<file path="config.mk">
export PLATFORM = sky130hd
export DESIGN_NAME = freq_meter
export DESIGN_NICKNAME = d
export VERILOG_FILES = /design/src/rtl/dds_pkg.sv /design/src/rtl/sig_sync_edge.sv /design/src/rtl/freq_meter.sv
export SDC_FILE = /design/constraint.sdc
export NUM_CORES = 1
export LEC_CHECK = 0
export ABC_CLOCK_PERIOD_IN_PS = 2000
export CAP_MARGIN = 30
export CELL_PAD_IN_SITES_DETAIL_PLACEMENT = 0
export CELL_PAD_IN_SITES_GLOBAL_PLACEMENT = 1
export CORE_MARGIN = 2
export CORE_UTILIZATION = 42
export CTS_BUF_LIST = sky130_fd_sc_hd__clkbuf_8
export DETAILED_ROUTE_END_ITERATION = 10
export HOLD_SLACK_MARGIN = 0.02
export PLACE_DENSITY = 0.77
export SLEW_MARGIN = 20
export SYNTH_ARGS = -nofsm -noshare
export SYNTH_HDL_FRONTEND = slang
export SYNTH_SLANG_ARGS = --single-unit
</file>
<file path="constraint.sdc">
create_clock -name clk -period 2 [get_ports clk]
set_input_delay 0.3 -clock clk [delete_from_list [all_inputs] [get_ports clk]]
set_output_delay 0.3 -clock clk [all_outputs]
set_load 0.01 [all_outputs]
</file>
<file path="src/rtl/dds_pkg.sv">
// Shared DDS definitions used by the address generator and the
// frequency meter: common clock rate, frequency word width, meter states.
package dds_pkg;

   localparam int CLK_FREQ = 50_000_000;
   localparam int FREQ_W   = 20;

   typedef enum logic [1:0] {
      IDLE,
      GATE,
      DONE
   } meter_state_t;

endpackage

</file>
<file path="src/rtl/sig_sync_edge.sv">
// Brings an asynchronous waveform into the clk domain and flags its
// rising edges as a one-cycle pulse.
module sig_sync_edge #(
   parameter int SYNC_STAGES = 2
) (
   input  logic clk,
   input  logic rst,
   input  logic sig_in,
   output logic o_edge
);

   if (SYNC_STAGES < 2) begin : g_bad_sync
      $error("sig_sync_edge: SYNC_STAGES must be >= 2");
   end

   logic [SYNC_STAGES-1:0] r_sync;
   logic                   r_hist;
   logic                   w_sync_last;

   assign w_sync_last = r_sync[SYNC_STAGES-1];

   always_ff @(posedge clk) begin
      if (rst) begin
         r_sync <= '0;
         r_hist <= 1'b0;
      end else begin
         r_sync <= {r_sync[SYNC_STAGES-2:0], sig_in};
         r_hist <= w_sync_last;
      end
   end

   // Both terms come from flops, so the pulse is glitch-free.
   assign o_edge = w_sync_last & ~r_hist;

endmodule

</file>
<file path="src/rtl/freq_meter.sv">
// Gate-window frequency meter: counts synchronized rising edges of sig_in
// over GATE_CYCLES clocks and reports the result as edges per gate.
module freq_meter
   import dds_pkg::*;
#(
   parameter int GATE_CYCLES = CLK_FREQ,
   parameter int FREQ_W      = dds_pkg::FREQ_W,
   parameter int SYNC_STAGES = 2
) (
   input  logic              clk,
   input  logic              rst,
   input  logic              sig_in,
   input  logic              enable,
   output logic [FREQ_W-1:0] freq_out,
   output logic              freq_valid,
   output logic              overflow,
   output logic              busy
);

   if (GATE_CYCLES < 2) begin : g_bad_gate
      $error("freq_meter: GATE_CYCLES must be >= 2");
   end

   if (SYNC_STAGES < 2) begin : g_bad_sync
      $error("freq_meter: SYNC_STAGES must be >= 2");
   end

   localparam int GW = $clog2(GATE_CYCLES);
   localparam logic [GW-1:0] GATE_LAST = GW'(GATE_CYCLES - 1);

   meter_state_t      r_state;
   logic [GW-1:0]     r_gate_cnt;
   logic [FREQ_W-1:0] r_edge_cnt;
   logic              r_sat;
   logic [FREQ_W-1:0] r_freq;
   logic              r_ovf;
   logic              r_valid;
   logic              r_busy;

   logic              w_edge;
   logic              w_at_max;
   logic [FREQ_W-1:0] w_cnt_next;
   logic              w_sat_next;

   sig_sync_edge #(
      .SYNC_STAGES(SYNC_STAGES)
   ) u_sync (
      .clk   (clk),
      .rst   (rst),
      .sig_in(sig_in),
      .o_edge(w_edge)
   );

   // Saturating edge count; the sticky flag records any lost increment.
   always_comb begin
      w_at_max   = &r_edge_cnt;
      w_cnt_next = r_edge_cnt;
      if (w_edge && !w_at_max) begin
         w_cnt_next = r_edge_cnt + FREQ_W'(1);
      end
      w_sat_next = r_sat | (w_edge & w_at_max);
   end

   always_ff @(posedge clk) begin
      if (rst) begin
         r_state    <= IDLE;
         r_gate_cnt <= '0;
         r_edge_cnt <= '0;
         r_sat      <= 1'b0;
         r_freq     <= '0;
         r_ovf      <= 1'b0;
         r_valid    <= 1'b0;
         r_busy     <= 1'b0;
      end else begin
         r_valid <= 1'b0;
         unique case (r_state)
            IDLE: begin
               if (enable) begin
                  r_state    <= GATE;
                  r_busy     <= 1'b1;
                  r_gate_cnt <= '0;
                  r_edge_cnt <= '0;
                  r_sat      <= 1'b0;
               end
            end
            GATE: begin
               if (!enable) begin
                  r_state    <= IDLE;
                  r_busy     <= 1'b0;
                  r_gate_cnt <= '0;
                  r_edge_cnt <= '0;
                  r_sat      <= 1'b0;
               end else if (r_gate_cnt == GATE_LAST) begin
                  r_freq  <= w_cnt_next;
                  r_ovf   <= w_sat_next;
                  r_valid <= 1'b1;
                  r_busy  <= 1'b0;
                  r_state <= DONE;
               end else begin
                  r_gate_cnt <= r_gate_cnt + GW'(1);
                  r_edge_cnt <= w_cnt_next;
                  r_sat      <= w_sat_next;
               end
            end
            DONE: begin
               r_gate_cnt <= '0;
               r_sat      <= 1'b0;
               // An edge here opens the next window so none are lost.
               if (enable) begin
                  r_state    <= GATE;
                  r_busy     <= 1'b1;
                  r_edge_cnt <= FREQ_W'(w_edge);
               end else begin
                  r_state    <= IDLE;
                  r_edge_cnt <= '0;
               end
            end
            default: begin
               r_state <= IDLE;
               r_busy  <= 1'b0;
            end
         endcase
      end
   end

   assign freq_out   = r_freq;
   assign freq_valid = r_valid;
   assign overflow   = r_ovf;
   assign busy       = r_busy;

endmodule

</file>
==> results.yml <==
worst_setup_path:
  start_kind: "flip-flop"
  r2r-start: "r_gate_cnt[16]"
  slowest_delay_ns: 0.48
  worst-path-buf-inv: 2
  cp_max_fo: 4
  cp_top_family: "simple AND/OR/NAND/NOR gates"
  endpoint_kind: "flip-flop"
  path_cells: "buf_4, or4_4, nor4_4, buf_4, a31oi_4, or4_1, a21oi_1"
  worstSetupPathType: "reg -> reg"
  cpMaxStageDelayCell: "or4_1"
  crit_required_ns: 2.28
  crit_arrival_ns: 2.39
  crit_start: "r_gate_cnt[16]"
  cpMostUsedCell: "buf_4"
min_path:
  hp-class: "in -> reg"
  min-delay-start: "rst"
clock_network:
  clockBufferDepth: 2
  ctsHoldBuffers: 0
  cts_root_buf: "clkbuf_8"
  cts_buffers: 9
  clkTransAtPathRegs_ns: 0.08
  worstSkewPairLatency_ns: 0.35
  numClockSinks: 75
  cts.htree.levels: 3
  cts_tree: "built"
yosys:
  synthCells: 441
  ys_seq_area_share_pct: 40.2
  synth.avg_cell_area_um2: 8.47
  syn_nets: 451
  synth.distinct_cells: 53
  synth-warning-count: 0
  synth_edf_count: 0
  synth-async-reset-ratio_pct: 0
  synth.ff_latch_count: 75
  ys.flop_type: "dfxtp_1"
  synth_area_um2: 3730
grt:
  grt_pass1_wl_um: 16700
  grt_max_degree: 35
  grt_pass1_vias: 3466
  grt-ovfl-total: 0
  gr-usage-all-layers_pct: 21.0
  antenna_found_initial: 0
status:
  violations: "setup timing"
  status: "complete, but fails checks"
power_and_ir_drop:
  vdd_drop_max_uv: 339
  p_total_mw: 3.23
  power_density_nw_per_um2: 562
  cellLeakagePower_nw: 1.94
detailed_routing:
  drt_iter0_markers: 177
  post-route-drc-count: 0
  drt-pass1-iter-count: 5
  avgViaCountPerCell: 5.58
  drtAntennaViolNets: 0
  vias: 3730
  totalWireLength_um: 11200
  avgRoutedWirePerCell_um: 16.7
timing:
  tightest_slew_ns: 0.481
  period_needed_ns: 2.11
  setup_violations: 10
  final.setup_skew_ns: 0.0132
  hold_violations: 0
  timing.hold.ws_ns: 0.445
  fin_ws_ns: -0.108
  max_freq_ghz: 0.474
  drv_slew: 0
  rsz0062_at_grt: "true"
  slew_headroom_pct: 67.5
  finalCritPeriodShare_pct: 105
place:
  dp_hpwl_um: 6430
  port-buffer-count: 26
  finalWeightedCongestion: 0.844
  place_ws_ns: -0.169
die:
  die_w_um: 98.3
  die_y_um: 98.3
  num_rows: 34
  io_pins: 27
  start_util_pct: 43.0
  coreArea_um2: 8680
  dieArea_um2: 9660
final_layout:
  seqCellArea_um2: 1520
  final_common_cell: "buf_4"
  finalNetCount: 567
  area_growth_pct: 53.9
  post-route-util_pct: 66.2
  diodes: 0
  multiInputGateArea_um2: 2570
  layout_common_cells: "buf_4 (81), dfxtp_1 (60), nor2_1 (49), nand2_1 (29)"
  fill_cells: 699
  drive_gt1_share_pct: 39.4
run:
  cap_violations: 0
-- final cells by class --
cell class                      count  area share [%]
Multi-Input combinational cell    330            44.7
Clock buffer                       11            2.63
Timing Repair Buffer              130            21.8
Clock inverter                      4            1.28
Sequential cell                    75            26.5
Inverter                           11           0.718
Tap cell                          108            2.35
-- through the flow --
stage / TNS (ns) / instance area [um^2] / instances
after floorplan: 0 / 3740 / 441
after global placement: -3.28 / 4690 / 630
after detailed placement: -5.48 / 4690 / 630
after CTS: -0.114 / 5170 / 653
after global routing: -4.39 / 5750 / 669
final: -0.245 / 5750 / 669
-- flip-flops by register name, indices dropped and copies added (netlist names) --
| register | count |
|---|---|
| r_sat | 1 |
| busy | 1 |
| freq_out | 20 |
| overflow | 1 |
| r_edge_cnt | 20 |
| u_sync.r_hist | 1 |
| r_state | 2 |
| freq_valid | 1 |
| u_sync.r_sync | 2 |
| r_gate_cnt | 26 |
-- worst reg2reg max path, stage by stage, from the launching register on --
cell	delay, ns
dfxtp_4	0.36
buf_4	0.14
or4_4	0.42
nor4_4	0.21
buf_4	0.18
a31oi_4	0.12
or4_1	0.48
a21oi_1	0.14
-- synth_stat cells, types with 2 or more instances --
library cell	instances	area share, %
nor4_1	10	1.7
nand2b_1	4	0.67
mux2i_1	2	0.54
nor4_4	2	1.1
or3_1	3	0.50
a21oi_1	23	3.1
nand3b_1	2	0.40
or4_1	2	0.40
xnor2_1	27	6.3
ha_1	6	2.0
nor4bb_1	3	0.80
xor2_1	13	3.0
inv_1	11	1.1
dfxtp_1	75	40
nand4_1	14	2.3
nand3_1	17	2.3
and3_1	7	1.2
a211oi_1	22	4.4
a311oi_1	16	3.8
a31oi_1	3	0.50
or2_2	3	0.50
o21ai_0	12	1.6
nor2b_1	5	0.84
nor3_1	12	1.6
and2_1	3	0.50
o32ai_1	2	0.47
a31o_2	2	0.47
o21ba_2	2	0.54
clkbuf_1	16	1.6
buf_2	8	1.1
nand2_1	29	2.9
nor2_1	63	6.3
nand4b_1	2	0.47
-- power by group --
group / switching [mW] / internal (mW)
Sequential: 0.00808 / 1.50
Clock: 0.586 / 0.765
Combinational: 0.205 / 0.164
-- final timing paths --
kind | endpoint | slack (ns) | cells past startpoint
max | r_state[0] | -0.11 | 7
max reg2reg | r_state[0] | -0.11 | 7
min | freq_valid | 0.44 | 3
min reg2reg | u_sync.r_sync[1] | 0.46 | 1
-- layer usage --
layer  routed length, um  vias to the layer above  share of wire [%]  GRT usage, %
met1                5430                     1757                 48          29.5
met5                   0                        -                  0             0
met4                 256                        0                2.3          7.59
met2                5010                      113                 45          32.4
li1                    -                     1835                  -             -
met3                 499                       25                4.5          3.36
-- timing repair --
item	in CTS	in global routing
endpoints found under the setup margin	46	69
gates resized for setup	28	104
buffers inserted	6	12
endpoints found under the hold margin	0	0
pin swaps	10	46
gates cloned	2	6
-- cell families (layout without fill, tap and decap cells) --
logic type	count (synthesis)	count (layout)	share of synthesized area [%]
AND/OR/NAND/NOR	188	188	26.2
AO/OA/AOI/OAI	94	94	17.8
flip-flops	75	75	40.2
XOR/XNOR	40	40	9.38
buffers and inverters	36	156	3.89
adder cells (fa/ha/maj)	6	6	2.01
multiplexers	2	2	0.536
Note: power is estimated with default switching activity, not from simulation.
